[src/rtl/sram_port_arbiter.sv]
`default_nettype none
// ============================================================================
// Module  : sram_port_arbiter
// Brief   : Two-port (MEM r/w, IF read-only) arbiter in front of one SRAM
//           controller command port. Optional macro ARB_ROUND_ROBIN_EN selects
//           round-robin tie breaking (default: fixed priority, MEM wins).
// Revision: 1.0 - initial release
// ============================================================================
module sram_port_arbiter #(
    parameter int ADDR_W         = 32,
    parameter int DATA_W         = 32,
    parameter int TIMEOUT_CYCLES = 255,
    parameter int TO_W           = 8
) (
    input  logic              clk,
    input  logic              rst,
    input  logic              p0_req,
    input  logic              p0_we,
    input  logic [ADDR_W-1:0] p0_addr,
    input  logic [DATA_W-1:0] p0_wdata,
    output logic [DATA_W-1:0] p0_rdata,
    output logic              p0_done,
    output logic              p0_stall,
    input  logic              p1_req,
    input  logic [ADDR_W-1:0] p1_addr,
    output logic [DATA_W-1:0] p1_rdata,
    output logic              p1_done,
    output logic              p1_stall,
    output logic              be_r_en,
    output logic              be_w_en,
    output logic [ADDR_W-1:0] be_addr,
    output logic [DATA_W-1:0] be_wdata,
    input  logic [DATA_W-1:0] be_rdata,
    input  logic              be_ready,
    output logic              err
);

    typedef enum logic [1:0] {
        S_IDLE  = 2'd0,
        S_ISSUE = 2'd1,
        S_WAIT  = 2'd2,
        S_DONE  = 2'd3
    } state_t;

    localparam logic [TO_W-1:0] c_timeout = TO_W'(TIMEOUT_CYCLES);

    state_t            r_state;
    state_t            w_state_nxt;
    logic              r_grant;
    logic              r_we;
    logic              r_err;
    logic [TO_W-1:0]   r_watchdog;
    logic [TO_W-1:0]   w_wd_inc;
    logic              w_wd_expired;
    logic              w_grant_sel;
    logic              w_cmd_active;
    logic [DATA_W-1:0] w_rdata_cap;
`ifdef ARB_ROUND_ROBIN_EN
    logic              r_last_grant;
`endif

    // The counter reaches TIMEOUT_CYCLES at the end of the last allowed WAIT cycle.
    assign w_wd_inc     = r_watchdog + 1'b1;
    assign w_wd_expired = (TIMEOUT_CYCLES != 0) && (w_wd_inc == c_timeout);
    assign w_rdata_cap  = (be_ready && !r_we) ? be_rdata : '0;

    always_comb begin
        w_grant_sel = 1'b0;
        if (p0_req && p1_req) begin
`ifdef ARB_ROUND_ROBIN_EN
            w_grant_sel = ~r_last_grant;
`else
            w_grant_sel = 1'b0;
`endif
        end else if (p1_req) begin
            w_grant_sel = 1'b1;
        end
    end

    always_comb begin
        w_state_nxt = r_state;
        case (r_state)
            S_IDLE:  if (p0_req || p1_req) w_state_nxt = S_ISSUE;
            S_ISSUE: w_state_nxt = S_WAIT;
            S_WAIT:  if (be_ready || w_wd_expired) w_state_nxt = S_DONE;
            S_DONE:  w_state_nxt = S_IDLE;
            default: w_state_nxt = S_IDLE;
        endcase
    end

    always_ff @(posedge clk or negedge rst) begin
        if (!rst) begin
            r_state      <= S_IDLE;
            r_grant      <= 1'b0;
            r_we         <= 1'b0;
            r_err        <= 1'b0;
            r_watchdog   <= '0;
            be_addr      <= '0;
            be_wdata     <= '0;
            p0_rdata     <= '0;
            p1_rdata     <= '0;
`ifdef ARB_ROUND_ROBIN_EN
            r_last_grant <= 1'b1;
`endif
        end else begin
            r_state <= w_state_nxt;
            case (r_state)
                S_IDLE: begin
                    if (p0_req || p1_req) begin
                        // Port 1 is read-only, so its command is always a read.
                        r_grant  <= w_grant_sel;
                        r_we     <= ~w_grant_sel & p0_we;
                        be_addr  <= w_grant_sel ? p1_addr : p0_addr;
                        be_wdata <= w_grant_sel ? '0 : p0_wdata;
                        r_err    <= 1'b0;
                    end
                end
                S_ISSUE: r_watchdog <= '0;
                S_WAIT: begin
                    r_watchdog <= w_wd_inc;
                    if (be_ready || w_wd_expired) begin
                        r_err <= ~be_ready;
                        if (r_grant) p1_rdata <= w_rdata_cap;
                        else         p0_rdata <= w_rdata_cap;
                    end
                end
`ifdef ARB_ROUND_ROBIN_EN
                S_DONE: r_last_grant <= r_grant;
`endif
                default: ;
            endcase
        end
    end

    assign w_cmd_active = (r_state == S_ISSUE) || (r_state == S_WAIT);
    assign be_r_en      = w_cmd_active & ~r_we;
    assign be_w_en      = w_cmd_active &  r_we;
    assign p0_done      = (r_state == S_DONE) & ~r_grant;
    assign p1_done      = (r_state == S_DONE) &  r_grant;
    assign err          = (r_state == S_DONE) &  r_err;

    // Gated by reset so the stalls drop the instant reset is asserted.
    assign p0_stall = rst & p0_req & ~p0_done;
    assign p1_stall = rst & p1_req & ~p1_done;

endmodule
`default_nettype wire

[config.mk]
export PLATFORM = sky130hd
export DESIGN_NAME = sram_port_arbiter
export DESIGN_NICKNAME = d
export VERILOG_FILES = /design/src/rtl/sram_port_arbiter.sv
export SDC_FILE = /design/constraint.sdc
export NUM_CORES = 1
export LEC_CHECK = 0
export CORE_ASPECT_RATIO = 2
export CORE_MARGIN = 4
export CORE_UTILIZATION = 35
export CTS_CLUSTER_DIAMETER = 60
export CTS_CLUSTER_SIZE = 10
export DETAILED_ROUTE_END_ITERATION = 8
export PLACE_DENSITY = 0.69
export RECOVER_POWER = 50
export SLEW_MARGIN = 40
export SYNTH_ARGS = -nofsm -noshare
export SYNTH_HDL_FRONTEND = slang
export SYNTH_SLANG_ARGS = --single-unit
[constraint.sdc]
create_clock -name clk -period 6 [get_ports clk]
set_clock_uncertainty 0.15 [all_clocks]
set_input_delay 0.9 -clock clk [delete_from_list [all_inputs] [get_ports clk]]
set_output_delay 0.9 -clock clk [all_outputs]
set_load 0.01 [all_outputs]
==> results of run 1 <==
## routing by layer
metal  share of wire  up-vias  wire length, um  global-route usage
met1            0.38     2482             7150               0.227
li1                -     2591                -                   -
met5               0        -                0                   0
met4           0.041        0              781              0.0949
met2            0.53      192            10100               0.339
met3           0.053       35             1010              0.0445
## state kept, by name, indices dropped and copies added (netlist names)
signal,cells
be_addr,32
be_wdata,32
p0_rdata,32
p1_rdata,32
r_err,1
r_grant,1
r_state,2
r_watchdog,8
r_we,1
## power groups by stage
stage                     clock network [mW]  registers [mW]  logic, mW
after floorplan                            0            1.84      0.844
after global placement                     0            1.67       2.24
after detailed placement                   0            1.68       2.28
after CTS                               1.17            1.68       2.28
after global routing                    1.21            1.73       2.43
final                                   1.13            1.67       2.21
## cells in the mapped netlist, drive strengths merged, types with 2 or more instances
master  instances
a22oi          64
mux2i          35
nand3           6
nor3            3
a21oi           2
nand2b          4
inv            69
dfrtp         141
nand2          49
nor2            9
and3            2
buf             5
o31ai           2
a22o           35
a31oi           2
clkbuf         34
ha              5
and2            5
nor2b           5
o21ai         107
## logic make-up (layout without fill, tap and decap cells)
kind of cell	count (synthesis)	count (layout)
AND/OR/NAND/NOR	86	86
buffers and inverters	108	378
flip-flops	141	141
multiplexers	35	35
AO/OA/AOI/OAI	218	218
adder cells (fa/ha/maj)	5	5
## through the flow
| stage | instances | util |
|---|---|---|
| floorplan | 593 | - |
| global placement | 1041 | 0.524 |
| detailed placement | 1041 | 0.524 |
| CTS | 1073 | 0.560 |
| global route | 1073 | 0.560 |
| finish | 1073 | 0.560 |
## critical path, stage by stage
cell             delay (ns)
dlygate4sd3_1          0.70
nand2_1                0.09
nor2_1                 0.11
clkdlybuf4s50_1        0.54
## layout make-up
class	count	area, sq um	share of cell area
inverters	69	259	0.0268
well taps	210	263	0.0271
repair buffers	277	2750	0.284
multi-input cells	344	2240	0.232
flip-flops and latches	141	3530	0.365
clock inverters	10	161	0.0167
clock buffers	22	474	0.0490
## path summary, 6_finish.rpt
path / startpoint / endpoint / slack, ns / cells after the start
min: be_addr[22] / be_addr[22] / 0.32 / 2
max in group asynchronous: rst / be_wdata[3] / 4.09 / 2
min in group asynchronous: rst / be_wdata[4] / 0.38 / 1
max reg2reg: r_state[0] / be_wdata[12] / 3.37 / 5
max: p0_req / p0_stall / 2.61 / 4
min reg2reg: be_addr[22] / be_addr[22] / 0.32 / 2
## cells in the final DEF (no fill, tap or decap), types with 3 or more instances in the layout
cell | netlist | layout
ha_1 | 5 | 5
o21ai_0 | 99 | 99
clkinvlp_4 | 0 | 3
dfrtp_1 | 141 | 141
a22o_1 | 35 | 35
nand2_1 | 48 | 48
clkbuf_1 | 29 | 3
inv_1 | 69 | 69
nor2_1 | 9 | 8
clkbuf_8 | 0 | 4
clkbuf_16 | 0 | 17
and2_1 | 5 | 5
buf_4 | 0 | 8
nand2b_1 | 4 | 4
o21ai_1 | 8 | 7
nand3_1 | 6 | 6
mux2i_1 | 35 | 35
dlygate4sd3_1 | 0 | 27
a22oi_1 | 64 | 64
nor3_1 | 3 | 3
bufinv_16 | 0 | 4
nor2b_1 | 5 | 4
clkdlybuf4s50_1 | 0 | 240
==> out/results.txt, run 1 <==
WL final: 19000 um
worst slack, placed: 2.59 ns
most area-consuming cells after synthesis: dfrtp_1 57%, o21ai_0 8.0%, a22oi_1 7.8%, mux2i_1 5.7%, a22o_1 5.0%
CTS tree: built
GRT Util Overall: 0.197
Seq cells post-synth: 141
Slew Viols, Final: 35
starting density of the core: 0.357
simple-gate area share of the yosys netlist: 0.0631
Mapped Cells: 593
Root Buffer: clkbuf_16
required time of the critical path: 4.95 ns
DRT Pass-1 Iters: 4
worst hold slack: 0.323 ns
TritonCTS buffer count: 17
Die X: 102 um
Post-synth EDFFs: 0
core outline area: 0.0173 sq mm
# DRC: 0
antenna violations before repair: 0
first-pass GRT wire length: 30400 um
largest net degree at the start of global routing: 90
GPL Wtd Cong: 0.797
worst slew pin tran: 1.52 ns
Distinct cells, synth: 34
Leak Pwr: 4.46 nW
peak supply drop: 0.289 mV
cts hold-fix bufs: 0
main combinational cell family by area after synthesis: compound AO/OA/AOI/OAI gates
ys flop type: dfrtp_1
compound-gate portion of the synthesized area: 0.230
Rows: 68
fill count: 1547
IO Pins: 269
Die Ht: 196 um
vias in the first global route: 5583
cell area power density: 518 mW/mm^2
ant diodes: 0
die area: 0.0199 sq mm
share of the synthesized area in the top cell type: 0.572
via density per instance: 4.94
# Max-Cap Violations: 1
Clk pin slew, worst setup/hold paths: 0.06 ns
Synth Area in Adders: 0.0101
Rel. slew slack: -0.0158
final setup margin: 2.61 ns
syn nets: 732
crit start category: input port
status: finished, violations left
H-tree lvl count: 4
post-route clock period utilization: 0.564
mux contribution to synthesized area: 0.0568
FFs w/ async S/R, synth: 1.00
DR vias: 5300
Worst EP arrival: 2.34 ns
Clock Power Share: 0.226
failing checks: max-capacitance violations, max-slew violations
Logic pwr share: 0.440
minimum clock period: 3.39 ns
HPWL after DPL: 13600 um
Post-DP Area: 0.00904 sq mm
syn_area_per_cell: 10.4 sq um
Buffers on Ports: 268
Num Clock Sinks: 141
final instance area: 0.00968 sq mm
RSZ-0062 raised after global routing: false
GRT overflow: 0
class of the worst hold path: flop to flop
DRT antenna net count: 0
post-cts gate resize count: 0
Internal: 3.30 mW
P_sw: 1.71 mW
Mapped Area: 0.00617 sq mm
Power Total: 5.01 mW
setup tns final: 0 ns
Area Overhead vs Synth: 56.9%
sequential power share: 0.333
synth warn: 0
Switching Fraction: 0.340
Seq/Total Area, Yosys: 0.572
CP max FO: 5
Hold Vio Cnt, Final: 0
CP endpoint kind: output port
timing-limited maximum frequency: 0.295 GHz
post-CTS setup-driven buffer insertion count: 0
worst skew pair latency: 0.41 ns
clk buf depth: 2
crit path kind: input port to output port
Synth Area in XOR/XNOR: 0
largest area contributor in the netlist: dfrtp_1
count of nets after finishing: 989
DR WL/cell: 17.7 um
Finish-stage setup viols: 0
starting DRC count in detailed routing: 122
layout cells sized above 1: 0.0521
Note: power is estimated with default switching activity, not from simulation.
==> run 2, diff against run 1 <==
- PLACE_DENSITY: 0.69 -> 0.71
- clock period: 6 -> 2.85 ns (I/O delays scaled with it)
==> run 2 against run 1 <==
  * The run still ends with max-capacitance violations, max-slew violations left
  * Register-to-register slack got worse by 2.9 ns
  * Critical path type is now flop to output port
  * Via count grew 2.1%
  * Largest power group unchanged
  * Non-clock buffer count increased by 3
==> out/results.txt, run 2 (same netlist as run 1, synthesis figures left out) <==
status: finished, violations left
failing checks: max-capacitance violations, max-slew violations
sequential power share: 0.334
WL final: 18700 um
IO Pins: 269
worst hold slack: 0.321 ns
Worst Hold Launch: be_addr[29]
crit start category: flop
minimum clock period: 2.50 ns
layout cells sized above 1: 0.0554
GRT Util Overall: 0.190
Num Clock Sinks: 141
DR vias: 5411
via density per instance: 5.03
Rows: 68
vias in the first global route: 5522
Die X: 102 um
DRT antenna net count: 0
ant diodes: 0
worst skew pair latency: 0.41 ns
H-tree lvl count: 4
Slew Viols, Final: 143
core outline area: 0.0173 sq mm
Internal: 6.88 mW
most frequent cells in the layout: 209 x clkdlybuf4s50_1, 141 x dfrtp_1, 100 x o21ai_0
Switching Fraction: 0.342
Area Overhead vs Synth: 57.4%
Worst Reg-to-Reg Cells: 5
crit path kind: flop to output port
cts hold-fix bufs: 0
post-CTS setup-driven buffer insertion count: 0
post-route clock period utilization: 0.877
CP bufs+invs: 2
Hold EP: be_addr[29]
setup tns final: 0 ns
timing-limited maximum frequency: 0.400 GHz
fill count: 1514
post-cts gate resize count: 0
P_sw: 3.58 mW
critical path's largest stage delay: 0.57 ns
largest net degree at the start of global routing: 79
count of nets after finishing: 992
Root Buffer: clkbuf_16
Finish-stage setup viols: 0
# DRC: 0
Die Ht: 196 um
starting density of the core: 0.357
class of the worst hold path: flop to flop
CP endpoint kind: output port
HPWL after DPL: 13600 um
worst slew pin tran: 1.91 ns
starting DRC count in detailed routing: 206
reg-to-reg startpoint: r_state[1]
first-pass GRT wire length: 29400 um
Clk pin slew, worst setup/hold paths: 0.06 ns
Rel. slew slack: -0.274
GPL Wtd Cong: 0.801
Hold Vio Cnt, Final: 0
DR WL/cell: 17.4 um
Worst path slowest cell: clkdlybuf4s50_1
Buffers on Ports: 268
CTS tree: built
CP delay by family, top: buffers and inverters
r2r setup slk: 0.47 ns
Worst EP arrival: 1.92 ns
Leak Pwr: 4.49 nW
die area: 0.0199 sq mm
Clock Power Share: 0.230
DRT Pass-1 Iters: 4
crit-path cells: inv_1 -> ha_1 -> nor2b_1 -> clkdlybuf4s50_1
clk buf depth: 2
worst hold path cell count: 2
cell area power density: 1080 mW/mm^2
CP max FO: 4
RSZ-0062 raised after global routing: false
most common cell after layout, fill and taps aside: clkdlybuf4s50_1
required time of the critical path: 2.27 ns
antenna violations before repair: 0
peak supply drop: 0.870 mV
Logic pwr share: 0.436
GRT overflow: 0
TritonCTS buffer count: 17
# Max-Cap Violations: 2
RR Endpoint: be_addr[21]
-- run 2: cell types whose count changed in the layout (fill, tap and decap cells not counted), moves of 2 or more --
cell / before / now
clkdlybuf4s50_1: 240 / 209
buf_12: 0 / 2
clkbuf_8: 4 / 2
inv_6: 0 / 3
dlygate4sd3_1: 27 / 58
clkbuf_2: 0 / 3
clkinvlp_4: 3 / 5
clkinv_2: 2 / 0
-- run 2: metal layers --
layer	global-route usage	vias to the layer above	wire length, um
li1	-	2600	-
met1	0.210	2576	6740
met2	0.339	206	10300
met3	0.0466	29	1110
met4	0.0827	0	543
met5	0	-	0
-- run 2: cell type report --
class                      instances  area [sq um]  area share
timing repair buffer             280          2780       0.287
multi-input combinational        344          2230       0.230
sequential                       141          3530       0.363
clock inverter                    12           184      0.0189
tap                              210           263      0.0271
clock buffer                      20           457      0.0470
inverter                          69           259      0.0267
-- run 2: through the flow --
stage / power [mW] / utilization / instances / area, sq um / setup slack, ns
floorplan: 5.65 / - / 593 / 6170 / 0.822
detailed placement: 8.33 / 0.527 / 1044 / 9100 / 0.496
global placement: 8.23 / 0.526 / 1044 / 9090 / 0.501
CTS: 10.8 / 0.564 / 1076 / 9740 / 0.318
finish: 10.5 / 0.562 / 1076 / 9710 / 0.351
global route: 11.2 / 0.562 / 1076 / 9710 / 0.202
-- run 2: worst max path at each step --
stage                              from     endpoint  slack [ns]  cells after the start
after floorplan           r_watchdog[0]   r_state[1]        0.82                      6
after global placement           p0_req     p0_stall        0.50                      4
after detailed placement         p0_req     p0_stall        0.50                      4
after CTS                    r_state[1]      be_r_en        0.32                      4
after global routing         r_state[0]  be_addr[21]        0.20                      5
final                        r_state[1]      be_r_en        0.35                      4
-- run 2: worst register-to-register path, delay by kind of cell, from the launching register on --
family          cells  cell delay [ns]
buf+inv             2             0.96
compound gates      2             0.43
flops               1             0.41
fa+ha+maj           1             0.27
-- run 2: power groups by stage --
stage                     logic [mW]  registers (mW)  clock network [mW]
after floorplan                 1.78            3.88                   0
after global placement          4.73            3.50                   0
after detailed placement        4.80            3.53                   0
after CTS                       4.81            3.52                2.48
after global routing            5.01            3.62                2.55
final                           4.56            3.49                2.41
==> run 3, diff against run 2 <==
- HOLD_SLACK_MARGIN: unset -> 0.06
- PLACE_DENSITY: 0.71 -> 0.69
- clock period: 2.85 -> 3.15 ns (I/O delays scaled with it)
==> run 3 against run 2 <==
  * The flow still finishes with violations (max-capacitance violations, max-slew violations)
  * Global-route usage up 0.84 points
  * Combinational power fell by 7.5%
  * Sequential share of layout area shrank 0.25 points
  * Critical endpoint is now be_w_en
  * Largest power group unchanged
  * Highest routed layer unchanged
==> out/results.txt, run 3 (same netlist as run 1, synthesis figures left out) <==
GPL Wtd Cong: 0.801
die area: 0.0199 sq mm
worst skew pair latency: 0.41 ns
Num Clock Sinks: 141
Leak Pwr: 4.51 nW
via density per instance: 4.97
DR WL/cell: 18.0 um
WL final: 19300 um
starting density of the core: 0.357
clk buf depth: 2
setup tns final: 0 ns
Power Total: 9.76 mW
# Max-Cap Violations: 1
Finish-stage setup viols: 0
Die Ht: 196 um
ant diodes: 0
vias in the first global route: 5472
worst slew pin tran: 1.51 ns
Worst Reg-to-Reg Cells: 5
starting DRC count in detailed routing: 179
peak supply drop: 0.531 mV
Buffers on Ports: 268
Hold Vio Cnt, Final: 0
Worst EP arrival: 2.18 ns
crit path kind: flop to output port
Root Buffer: clkbuf_16
IO Pins: 269
DRT Pass-1 Iters: 4
class of the worst hold path: flop to flop
Rows: 68
# DRC: 0
worst hold slack: 0.326 ns
most frequent cells in the layout: 247 x clkdlybuf4s50_1, 141 x dfrtp_1, 99 x o21ai_0
final instance area: 0.00977 sq mm
Post-DP Area: 0.00908 sq mm
status: finished, violations left
worst hold path cell count: 2
layout cells sized above 1: 0.0543
Slew Viols, Final: 35
crit start category: flop
minimum clock period: 2.80 ns
largest net degree at the start of global routing: 142
DR vias: 5348
post-cts gate resize count: 0
TritonCTS buffer count: 17
Area Overhead vs Synth: 58.5%
count of nets after finishing: 992
first-pass GRT wire length: 30300 um
required time of the critical path: 2.53 ns
most common cell after layout, fill and taps aside: clkdlybuf4s50_1
GRT Util Overall: 0.199
timing-limited maximum frequency: 0.357 GHz
H-tree lvl count: 4
post-CTS setup-driven buffer insertion count: 0
Die X: 102 um
core outline area: 0.0173 sq mm
failing checks: max-capacitance violations, max-slew violations
DRT antenna net count: 0
CP max FO: 15
cell area power density: 999 mW/mm^2
post-route clock period utilization: 0.889
Clk pin slew, worst setup/hold paths: 0.06 ns
CP endpoint kind: output port
antenna violations before repair: 0
GRT overflow: 0
HPWL after DPL: 13600 um
RSZ-0062 raised after global routing: false
CTS tree: built
Rel. slew slack: -0.00935
## run 3: what timing repair did
item	in CTS	in global routing
endpoints found under the hold margin	0	46
hold buffers	0	1
setup endpoints to repair	0	0
## run 3: layout make-up
cell class,instances,area (sq um)
tap,210,263
timing repair buffer,280,2790
clock inverter,10,208
multi-input combinational,344,2240
sequential,141,3530
clock buffer,22,484
fill,1492,7500
inverter,69,259
## run 3: stage by stage
stage | setup WS, ns | utilization | std cells
CTS | 0.338 | 0.566 | 1074
finish | 0.350 | 0.566 | 1076
global route | 0.201 | 0.566 | 1076
floorplan | 1.12 | - | 593
detailed placement | 0.686 | 0.526 | 1042
global placement | 0.705 | 0.526 | 1042
## run 3: worst paths after layout
| path | startpoint | to | slack (ns) |
|---|---|---|---|
| worst min-delay path | be_addr[31] | be_addr[31] | 0.33 |
| min in group asynchronous | rst | r_watchdog[5] | 1.00 |
| worst min register to register | be_addr[31] | be_addr[31] | 0.33 |
| worst max register to register | r_state[0] | be_wdata[2] | 0.54 |
| worst max-delay path | r_state[1] | be_w_en | 0.35 |
| max in group asynchronous | rst | be_wdata[17] | 0.77 |
## run 3: routing by layer
layer,share of wire,GRT usage
met3,0.061,0.0569
met2,0.54,0.349
met1,0.37,0.219
met5,0,0
met4,0.032,0.0861
## run 3: power by group
group / total [mW] / switching (mW) / internal, mW
sequential: 3.18 / 0.549 / 2.63
combinational: 4.22 / 1.92 / 2.30
clock: 2.36 / 0.792 / 1.57
total: 9.76 / 3.26 / 6.51
## run 3: critical path, stage by stage, from the launching register on
cell and delay (ns):
dfrtp_1 0.39, inv_1 0.07, ha_1 0.58, and2_1 0.19
clkdlybuf4s50_1 0.53
